--- config.mk ---
export PLATFORM = sky130hd
export DESIGN_NAME = ram_arbiter
export DESIGN_NICKNAME = d
export VERILOG_FILES = /design/src/rtl/samcoupe_pkg.sv /design/src/rtl/req_latch.sv /design/src/rtl/ram_arbiter.sv
export SDC_FILE = /design/constraint.sdc
export NUM_CORES = 1
export LEC_CHECK = 0
export CAP_MARGIN = 20
export CELL_PAD_IN_SITES_DETAIL_PLACEMENT = 1
export CELL_PAD_IN_SITES_GLOBAL_PLACEMENT = 1
export CORE_ASPECT_RATIO = 0.75
export CORE_MARGIN = 3
export CORE_UTILIZATION = 36
export DETAILED_ROUTE_END_ITERATION = 6
export PLACE_DENSITY = 0.82
export SYNTH_ARGS = -nofsm -noshare
export SYNTH_HDL_FRONTEND = slang
export SYNTH_SLANG_ARGS = --single-unit
--- constraint.sdc ---
create_clock -name clk_sys -period 2.3 [get_ports clk_sys]
set_input_delay 0.46 -clock clk_sys [delete_from_list [all_inputs] [get_ports clk_sys]]
set_output_delay 0.46 -clock clk_sys [all_outputs]
set_load 0.005 [all_outputs]
--- src/rtl/samcoupe_pkg.sv ---
// Shared types and defaults for the SAM Coupe RAM arbitration slice.
package samcoupe_pkg;

  typedef enum logic [1:0] {
    ST_IDLE,
    ST_ISSUE,
    ST_WAIT,
    ST_DONE
  } arb_state_t;

  typedef enum logic [1:0] {
    REQ_LD,
    REQ_FDD,
    REQ_CPU
  } req_id_t;

  localparam int TMO_DEFAULT  = 63;
  localparam int FAIR_DEFAULT = 2;

endpackage

--- src/rtl/req_latch.sv ---
// Per-requester pending flag with captured address/data/direction and overrun detect.
module req_latch #(
  parameter int AW = 25
) (
  input  logic          clk_sys,
  input  logic          reset,
  input  logic          req,
  input  logic          we,
  input  logic [AW-1:0] addr,
  input  logic [7:0]    din,
  input  logic          clear,
  output logic          pending,
  output logic          we_q,
  output logic [AW-1:0] addr_q,
  output logic [7:0]    din_q,
  output logic          overrun
);

  logic          pending_reg;
  logic          we_reg;
  logic [AW-1:0] addr_reg;
  logic [7:0]    din_reg;

  // A request only lands when idle, so clear and capture never collide.
  always_ff @(posedge clk_sys) begin
    if (reset) begin
      pending_reg <= 1'b0;
      we_reg      <= 1'b0;
      addr_reg    <= '0;
      din_reg     <= '0;
    end else if (req && !pending_reg) begin
      pending_reg <= 1'b1;
      we_reg      <= we;
      addr_reg    <= addr;
      din_reg     <= din;
    end else if (clear) begin
      pending_reg <= 1'b0;
    end
  end

  assign pending = pending_reg;
  assign we_q    = we_reg;
  assign addr_q  = addr_reg;
  assign din_q   = din_reg;
  assign overrun = req & pending_reg;

endmodule

--- src/rtl/ram_arbiter.sv ---
// Three-way RAM port arbiter: loader > floppy > CPU, with a CPU fairness bound and ready timeout.
module ram_arbiter
  import samcoupe_pkg::*;
#(
  parameter int AW   = 25,
  parameter int TMO  = TMO_DEFAULT,
  parameter int FAIR = FAIR_DEFAULT
) (
  input  logic          clk_sys,
  input  logic          reset,
  input  logic          ld_req,
  input  logic [AW-1:0] ld_addr,
  input  logic [7:0]    ld_din,
  input  logic          fdd_req,
  input  logic [AW-1:0] fdd_addr,
  input  logic          cpu_req,
  input  logic          cpu_we,
  input  logic [AW-1:0] cpu_addr,
  input  logic [7:0]    cpu_din,
  output logic          ld_ack,
  output logic          fdd_ack,
  output logic          cpu_ack,
  output logic [7:0]    fdd_dout,
  output logic [7:0]    cpu_dout,
  output logic          cpu_wait,
  output logic [AW-1:0] mem_addr,
  output logic [7:0]    mem_din,
  output logic          mem_we,
  output logic          mem_rd,
  input  logic          mem_ready,
  input  logic [7:0]    mem_dout,
  output logic          err
);

  localparam logic [7:0] TMO_LAST = 8'(TMO - 1);
  localparam logic [2:0] FAIR_MAX = 3'(FAIR);

  logic [2:0]    req_vec, we_vec, pend_vec, clr_vec, ovr_vec, we_q;
  logic [AW-1:0] addr_in [3];
  logic [AW-1:0] addr_q  [3];
  logic [7:0]    din_in  [3];
  logic [7:0]    din_q   [3];

  assign req_vec = {cpu_req, fdd_req, ld_req};
  assign we_vec  = {cpu_we, 1'b0, 1'b1};
  assign addr_in[REQ_LD]  = ld_addr;
  assign addr_in[REQ_FDD] = fdd_addr;
  assign addr_in[REQ_CPU] = cpu_addr;
  assign din_in[REQ_LD]   = ld_din;
  assign din_in[REQ_FDD]  = 8'h00;
  assign din_in[REQ_CPU]  = cpu_din;

  genvar gi;
  generate
    for (gi = 0; gi < 3; gi++) begin : g_latch
      req_latch #(.AW(AW)) u_latch (
        .clk_sys (clk_sys),
        .reset   (reset),
        .req     (req_vec[gi]),
        .we      (we_vec[gi]),
        .addr    (addr_in[gi]),
        .din     (din_in[gi]),
        .clear   (clr_vec[gi]),
        .pending (pend_vec[gi]),
        .we_q    (we_q[gi]),
        .addr_q  (addr_q[gi]),
        .din_q   (din_q[gi]),
        .overrun (ovr_vec[gi])
      );
    end
  endgenerate

  arb_state_t    state_reg;
  req_id_t       winner_reg, grant_id;
  logic [2:0]    fair_cnt_reg;
  logic [7:0]    wait_cnt_reg;
  logic [2:0]    ack_reg;
  logic          mem_we_reg, mem_rd_reg, err_reg;
  logic [AW-1:0] mem_addr_reg;
  logic [7:0]    mem_din_reg, fdd_dout_reg, cpu_dout_reg, rd_data;
  logic          timeout_hit, done_enter;

  always_comb begin
    grant_id = REQ_CPU;
    if (pend_vec[REQ_CPU] && fair_cnt_reg == FAIR_MAX) grant_id = REQ_CPU;
    else if (pend_vec[REQ_LD])                          grant_id = REQ_LD;
    else if (pend_vec[REQ_FDD])                         grant_id = REQ_FDD;
  end

  assign timeout_hit = (wait_cnt_reg == TMO_LAST);
  assign done_enter  = (state_reg == ST_WAIT) && (mem_ready || timeout_hit);
  assign rd_data     = mem_ready ? mem_dout : 8'hFF;

  // Pending drops on the same edge the ack rises, which keeps cpu_wait aligned with cpu_ack.
  always_comb begin
    clr_vec = '0;
    if (done_enter) clr_vec[winner_reg] = 1'b1;
  end

  always_ff @(posedge clk_sys) begin
    if (reset) begin
      state_reg    <= ST_IDLE;
      winner_reg   <= REQ_LD;
      fair_cnt_reg <= '0;
      wait_cnt_reg <= '0;
      ack_reg      <= '0;
      mem_we_reg   <= 1'b0;
      mem_rd_reg   <= 1'b0;
      mem_addr_reg <= '0;
      mem_din_reg  <= '0;
      fdd_dout_reg <= 8'hFF;
      cpu_dout_reg <= 8'hFF;
      err_reg      <= 1'b0;
    end else begin
      ack_reg    <= '0;
      mem_we_reg <= 1'b0;
      mem_rd_reg <= 1'b0;
      if (|ovr_vec) err_reg <= 1'b1;
      if (!pend_vec[REQ_CPU]) fair_cnt_reg <= '0;
      case (state_reg)
        ST_IDLE: begin
          if (|pend_vec) begin
            state_reg    <= ST_ISSUE;
            winner_reg   <= grant_id;
            mem_addr_reg <= addr_q[grant_id];
            mem_din_reg  <= din_q[grant_id];
            mem_we_reg   <= we_q[grant_id];
            mem_rd_reg   <= !we_q[grant_id];
            if (grant_id == REQ_CPU)
              fair_cnt_reg <= '0;
            else if (pend_vec[REQ_CPU] && fair_cnt_reg < FAIR_MAX)
              fair_cnt_reg <= fair_cnt_reg + 3'd1;
          end
        end
        ST_ISSUE: begin
          state_reg    <= ST_WAIT;
          wait_cnt_reg <= '0;
        end
        ST_WAIT: begin
          if (done_enter) begin
            state_reg           <= ST_DONE;
            ack_reg[winner_reg] <= 1'b1;
            if (!mem_ready) err_reg <= 1'b1;
            if (!we_q[winner_reg]) begin
              if (winner_reg == REQ_FDD) fdd_dout_reg <= rd_data;
              if (winner_reg == REQ_CPU) cpu_dout_reg <= rd_data;
            end
          end else begin
            wait_cnt_reg <= wait_cnt_reg + 8'd1;
          end
        end
        ST_DONE: state_reg <= ST_IDLE;
        default: state_reg <= ST_IDLE;
      endcase
    end
  end

  assign ld_ack   = ack_reg[REQ_LD];
  assign fdd_ack  = ack_reg[REQ_FDD];
  assign cpu_ack  = ack_reg[REQ_CPU];
  assign fdd_dout = fdd_dout_reg;
  assign cpu_dout = cpu_dout_reg;
  assign cpu_wait = pend_vec[REQ_CPU];
  assign mem_addr = mem_addr_reg;
  assign mem_din  = mem_din_reg;
  assign mem_we   = mem_we_reg;
  assign mem_rd   = mem_rd_reg;
  assign err      = err_reg;

endmodule

==> flow_summary.toml, run 1 <==
[status]
status = "complete, no violations"

[cts]
cts.sinks = 166
cts_max_level = 4
cts_buffers = 17
cts_setup_buffers = 0
clk_latency_ns = 0.42
cts_tree = "built"
cts_buffer_depth = 2
cts_root_buffer = "clkbuf_16"
cts_hold_buf = 0
clkSlewWorstSetupHoldPaths_ns = 0.07

[worst_setup_path]
crit_family = "simple AND/OR/NAND/NOR gates"
end_kind = "flip-flop"
critPathBufInv = 2
cpMaxStageDelayCell = "nor2_2"
worstPathRequired_ns = 2.66
cpPeakStageDelay_ns = 0.53
start_kind = "flip-flop"
crit_type = "flip-flop to flip-flop"
cp_data_arrival_time_ns = 2.36
crit_fanout = 17
crit_chain = "inv_1 > ha_1 > o31a_1 > nor2_2 > buf_4 > a22oi_1 > o21ai_1"

[finish]
diodes = 0
largest_register_ffs = 75
n_fill_cell = 2084
multi_input_area_um2 = 3000
mostFrequentLayoutCells = "nand2_1 (210), dfxtp_1 (166), clkdlybuf4s50_1 (160)"
regArea_um2 = 3320
instances_no_fill = 1165
post-route-util_pct = 50.9
synthToLayoutAreaGrowth_pct = 37.3
drive_gt1_share_pct = 8.13
final_common_cell = "nand2_1"
final_nets = 1024

[synth]
synth-main-ff-cell = "dfxtp_1"
yosys_warnings = 0
synth_cells = 763
synth_edf_count = 0
synth.distinct_cells = 58
syn_area_um2 = 6580
synth_fp_nets = 877
ys_ff_latch = 166
yosysSeqAreaShare_pct = 50.5
syn_area_per_cell_um2 = 8.63
async_flop_share_pct = 0

[timing]
setup_violations = 0
finalMaxSlewViolations = 0
fin_skew_ns = 0.0101
final.period_utilization_pct = 87.1
rsz0062_at_grt = "no"
fmax_mhz = 499
hold_violations = 0
relSlewSlack_pct = 50.9
holdWs_ns = 0.335
tightestPinTransition_ns = 0.736
fin_crit_ns = 2.00
final.setup.tns_ns = 0

[placement]
placed_cells = 1133
port_buffers = 161
place_hpwl_um = 14300
gp_congestion = 0.788

[route]
antenna_left = 0
initialDrtViolationCount = 315
drtPass1Iterations = 4
wirelength_um = 20900
via_count = 6026
drcViolationCount = 0
viasPerCell = 5.17
routedWlPerCell_um = 17.9

[global_routing]
track_usage_pct = 21.2
grt_max_degree = 88
grt-ovfl-total = 0
first_global_vias = 6316
grt_pass1_wl_um = 33500
antenna_found_initial = 0

[die]
fp.dieH_um = 123
start_util_pct = 37.1
core_area_um2 = 17800
io_pins = 162
dieArea_um2 = 20000
fp-row-count = 42
die_w_um = 162

[power_and_ir_drop]
powerDensity_nw_per_um2 = 842
irDropWorstVdd_mv = 0.455
leakage_nw = 3.34
fin_total_pwr_mw = 7.61

[min_path]
worstHoldPathType = "primary input to flip-flop"

[run]
cap_violations = 0
-- path summary, 6_finish.rpt --
check | depth (start not counted) | to | from | slack (ns)
worst min-delay path | 2 | g_latch[2].u_latch.pending$_SDFFE_PP0P_ | reset | 0.34
worst min register to register | 2 | mem_din[1]$_SDFFE_PP0N_ | g_latch[2].u_latch.din_q[1]$_SDFFE_PP0P_ | 0.44
worst max-delay path | 7 | mem_addr[18]$_SDFFE_PP0N_ | state_reg[0]$_SDFFE_PP0P_ | 0.30
worst max register to register | 7 | mem_addr[18]$_SDFFE_PP0N_ | state_reg[0]$_SDFFE_PP0P_ | 0.30
-- cell families (layout without fill, tap and decap cells) --
logic type | after synthesis | after routing | share of synthesized area, %
fa+ha+maj | 8 | 8 | 1.52
flops | 166 | 166 | 50.5
simple gates | 281 | 281 | 18.4
mux | 28 | 28 | 4.30
xor+xnor | 3 | 3 | 0.399
buf+inv | 64 | 224 | 4.49
compound gates | 213 | 213 | 20.4
-- stage by stage --
stage | setup slack [ns] | cell area, um^2
floorplan | 0.652 | 6580
global placement | 0.194 | 8450
detailed placement | 0.128 | 8450
CTS | 0.205 | 9030
global route | 0.102 | 9040
finish | 0.297 | 9040
-- power by group --
part	total [mW]	switching, mW	internal, mW
Sequential	3.23	0.140	3.09
Clock	2.81	1.26	1.55
Combinational	1.57	0.893	0.675
Total	7.61	2.29	5.32
-- cell type report --
cell class | count | share of cell area [%]
Clock buffer | 19 | 4.90
Clock inverter | 13 | 1.48
Sequential cell | 166 | 36.8
Timing Repair Buffer | 184 | 20.0
Multi-Input combinational cell | 533 | 33.2
Inverter | 8 | 0.332
Tap cell | 242 | 3.35
-- cell usage after synthesis (all sizes together) (2+ instances only) --
library cell    n  area, um^2
a22oi          34         255
nand2         211         795
or3b            2        20.0
mux2            2        22.5
o21a            2        15.0
nor3            6        35.0
nor2           28         115
o21ai          34         174
ha              8         100
mux2i          26         260
buf            19         125
clkbuf         37         140
o211ai          4        30.0
dfxtp         166        3320
nor3b           4        35.0
inv             8        30.0
and2            2        12.5
o311ai         16         140
xor2            2        17.5
a211oi          6        50.1
nand3           4        20.0
and3            2        12.5
a211o           2        17.5
a311oi          2        17.5
nor2b           6        37.5
a21oi          97         485
nand2b          5        31.3
o31ai          11         113
nand4           3        18.8
-- timing repair --
action | CTS | global route
resized for setup | 0 | 1
endpoints found under the setup margin | 0 | 1
endpoints found under the hold margin | 0 | 0
-- routing by layer --
metal	share of wire [%]	wire, um	track usage [%]	vias to the layer above
met5	0	0	0	-
met4	2.3	480	7.67	0
met3	4.3	898	4.15	37
met2	45	9420	33.8	145
met1	48	10100	28.9	2902
li1	-	-	-	2942
No activity file was read; power rests on OpenSTA's default activity.
==> run 2, diff against run 1 <==
- TNS_END_PERCENT: not set -> 50
==> results of run 2 <==
The final DEF is identical to that of run 1; final timing and power are the same.
==> RTL change, RTL diff (settings of run 1) <==
Reset style: asynchronous (`reset`), changed in 2 clocked blocks.
--- a/src/rtl/req_latch.sv
+++ b/src/rtl/req_latch.sv
@@ -22,7 +22,7 @@
   logic [7:0]    din_reg;
 
   // A request only lands when idle, so clear and capture never collide.
-  always_ff @(posedge clk_sys) begin
+  always_ff @(posedge clk_sys or posedge reset) begin
     if (reset) begin
       pending_reg <= 1'b0;
       we_reg      <= 1'b0;
--- a/src/rtl/ram_arbiter.sv
+++ b/src/rtl/ram_arbiter.sv
@@ -97,7 +97,7 @@
     if (done_enter) clr_vec[winner_reg] = 1'b1;
   end
 
-  always_ff @(posedge clk_sys) begin
+  always_ff @(posedge clk_sys or posedge reset) begin
     if (reset) begin
       state_reg    <= ST_IDLE;
       winner_reg   <= REQ_LD;
Behaviour: differs if reset is asserted again (counterexample within 4 cycles, from zero or initial values and one cycle with reset high); with reset held inactive, the same outputs for 4 cycles.
==> RTL change against run 1 <==
  * Sequential share of layout area is 6.8 points higher
  * Synthesized cell count is 33% lower
  * Sequential cell count stayed put
  * Area after synthesis is 5.1% higher
  * Final area is 6.0% higher
  * Non-clock buffer count is 8 lower
  * Wire length is 6.6% lower
  * Setup slack worse by 87 ps
  * Clock skew is 5.4 ps higher
Power is not compared: it rests on default switching activity, and its combinational part moved more than twofold at a synthesized area within 25%.
==> RTL change: results (changes against run 1) <==
Placed design
  • Count of placed standard cells including taps: 911 (-20%)
  • HPWL after detailed placement: 13900 um (-3.0%)
  • Routability congestion estimate: 0.785 (-0.33%)
  • Worst setup slack before clock tree synthesis: 336 ps (+208 ps)

Global routing
  • Wire length of the first global-routing pass: 31400 um (-6.2%)
  • Met3 demand-to-capacity share in global routing: 3.64% (-0.51 points)
  • Largest net degree at the start of global routing: 63 (-28%)
  • Routing usage on met2: 33.8% (+0.037 points)
  • Vias in the first global route: 5520 (-13%)
  • Initial antenna violation count: 1 (+1)
  • Overall Global Routing Usage: 19.1% (-2.1 points)
  • Global Route met1 Usage: 24.0% (-4.8 points)

Logic synthesis
  • Ranking of synthesized cells by instance count: 150 x sky130_fd_sc_hd__dfrtp_1, 71 x sky130_fd_sc_hd__mux2_2, 35 x sky130_fd_sc_hd__a22oi_1
  • Number of instances in the synthesized netlist: 515 (-33%)
  • Synth cell types: 47 (-19%)
  • Most instantiated flip-flop cell in the synthesis netlist: sky130_fd_sc_hd__dfrtp_1
  • Mapped Nets: 628 (-28%)
  • Fraction of registers with async set or reset after synthesis: 100% (+100 points)
  • Cells taking the most area after synthesis: sky130_fd_sc_hd__dfrtp_1 54%, sky130_fd_sc_hd__mux2_2 12%, sky130_fd_sc_hd__dfstp_2 6.1%
  • Share of synthesized area occupied by flip-flops and latches: 60.3% (+9.8 points)

CTS
  • # Post-CTS Setup Buffers: 0 (unchanged)

Routing
  • Number of DRC violations after detailed-routing iteration 0: 230 (-27%)
  • Number of vias after detailed routing: 4837 (-20%)
  • Detailed Route WL: 19500 um (-6.6%)
  • Mean number of vias per cell: 5.13 (-0.73%)

Cells and area
  • Final-layout fill cell count: 1853 (-11%)
  • Final net count: 796 (-22%)
  • Share of final-layout standard cells stronger than drive strength 1: 21.4% (+13 points)

Critical path
  • Critical-path top delay cell: sky130_fd_sc_hd__dfrtp_1
  • Category of cells accounting for the largest share of critical-path delay: flip-flops
  • Biggest cell delay along the critical path: 620 ps (+90 ps)
  • Crit path max fanout: 12 (-5)
  • Data arrival time of the critical path: 1630 ps (-730 ps)

Timing
  • Worst Clk Skew: 15.5 ps (+5.43 ps)
  • Normalized max-slew margin: 63.4% (+12 points)

Outcome
  • Result of the run: finished clean

Min path
  • Path class of the lowest-slack min-delay path: in -> async
RTL change: area by class of cell:
| type | count | area (um2) | area share (%) |
|---|---|---|---|
| Timing Repair Buffer | 176 | 1810 | 18.9 |
| Inverter | 10 | 41.3 | 0.431 |
| Clock inverter | 10 | 169 | 1.76 |
| Tap cell | 247 | 309 | 3.23 |
| Clock buffer | 21 | 470 | 4.91 |
| Sequential cell | 166 | 4170 | 43.6 |
| Multi-Input combinational cell | 312 | 2600 | 27.1 |
RTL change: worst register-to-register path, stage by stage (launching register included):
cell                      delay (ps)
sky130_fd_sc_hd__dfrtp_1         440
sky130_fd_sc_hd__ha_1            230
sky130_fd_sc_hd__nor2b_1         160
sky130_fd_sc_hd__o211a_1         390
sky130_fd_sc_hd__buf_12          240
sky130_fd_sc_hd__a22oi_1         180
sky130_fd_sc_hd__o21ai_1         120
RTL change: per-stage QoR:
stage / hold WS (ps) / area (um2)
2_1_floorplan: 435 / 6920
3_3_place_gp: 450 / 8930
3_5_place_dp: 458 / 8930
4_1_cts: 355 / 9570
5_1_grt: 377 / 9570
6_report: 369 / 9570
RTL change: worst paths after layout:
path / depth (start not counted) / from / slack, ps / to
max: 1 / g_latch[2].u_latch.pending / 210 / cpu_wait
min: 2 / reset / 370 / g_latch[1].u_latch.addr_q[7]
max reg2reg: 6 / fair_cnt_reg[1] / 390 / mem_addr[16]
min reg2reg: 1 / g_latch[0].u_latch.we_q / 470 / g_latch[0].u_latch.we_q
max in group asynchronous: 3 / reset / 1260 / cpu_dout[3]
min in group clk_sys: 1 / g_latch[0].u_latch.we_q / 470 / g_latch[0].u_latch.we_q
RTL change: cell families (layout without fill, tap and decap cells):
| logic type | after synthesis | in the layout | synth area share (%) |
|---|---|---|---|
| simple gates | 74 | 74 | 5.84 |
| fa+ha+maj | 7 | 7 | 1.27 |
| buf+inv | 37 | 217 | 2.49 |
| compound gates | 114 | 114 | 11.5 |
| xor+xnor | 1 | 1 | 0.127 |
| mux | 116 | 116 | 18.5 |
| flops | 166 | 166 | 60.3 |
RTL change: where the power goes:
| part | switching, mW | internal, mW |
|---|---|---|
| sequential | 0.903 | 4.40 |
| clock | 1.20 | 1.91 |
| combinational | 2.09 | 2.63 |
| total | 4.19 | 8.94 |
RTL change: layer usage:
layer  wire [um]  vias up  share of wire, %
met5           9        -             0.046
met4         207        2               1.1
met3         632       13               3.2
met2       10200      100                52
met1        8460     2527                43
li1            -     2195                 -
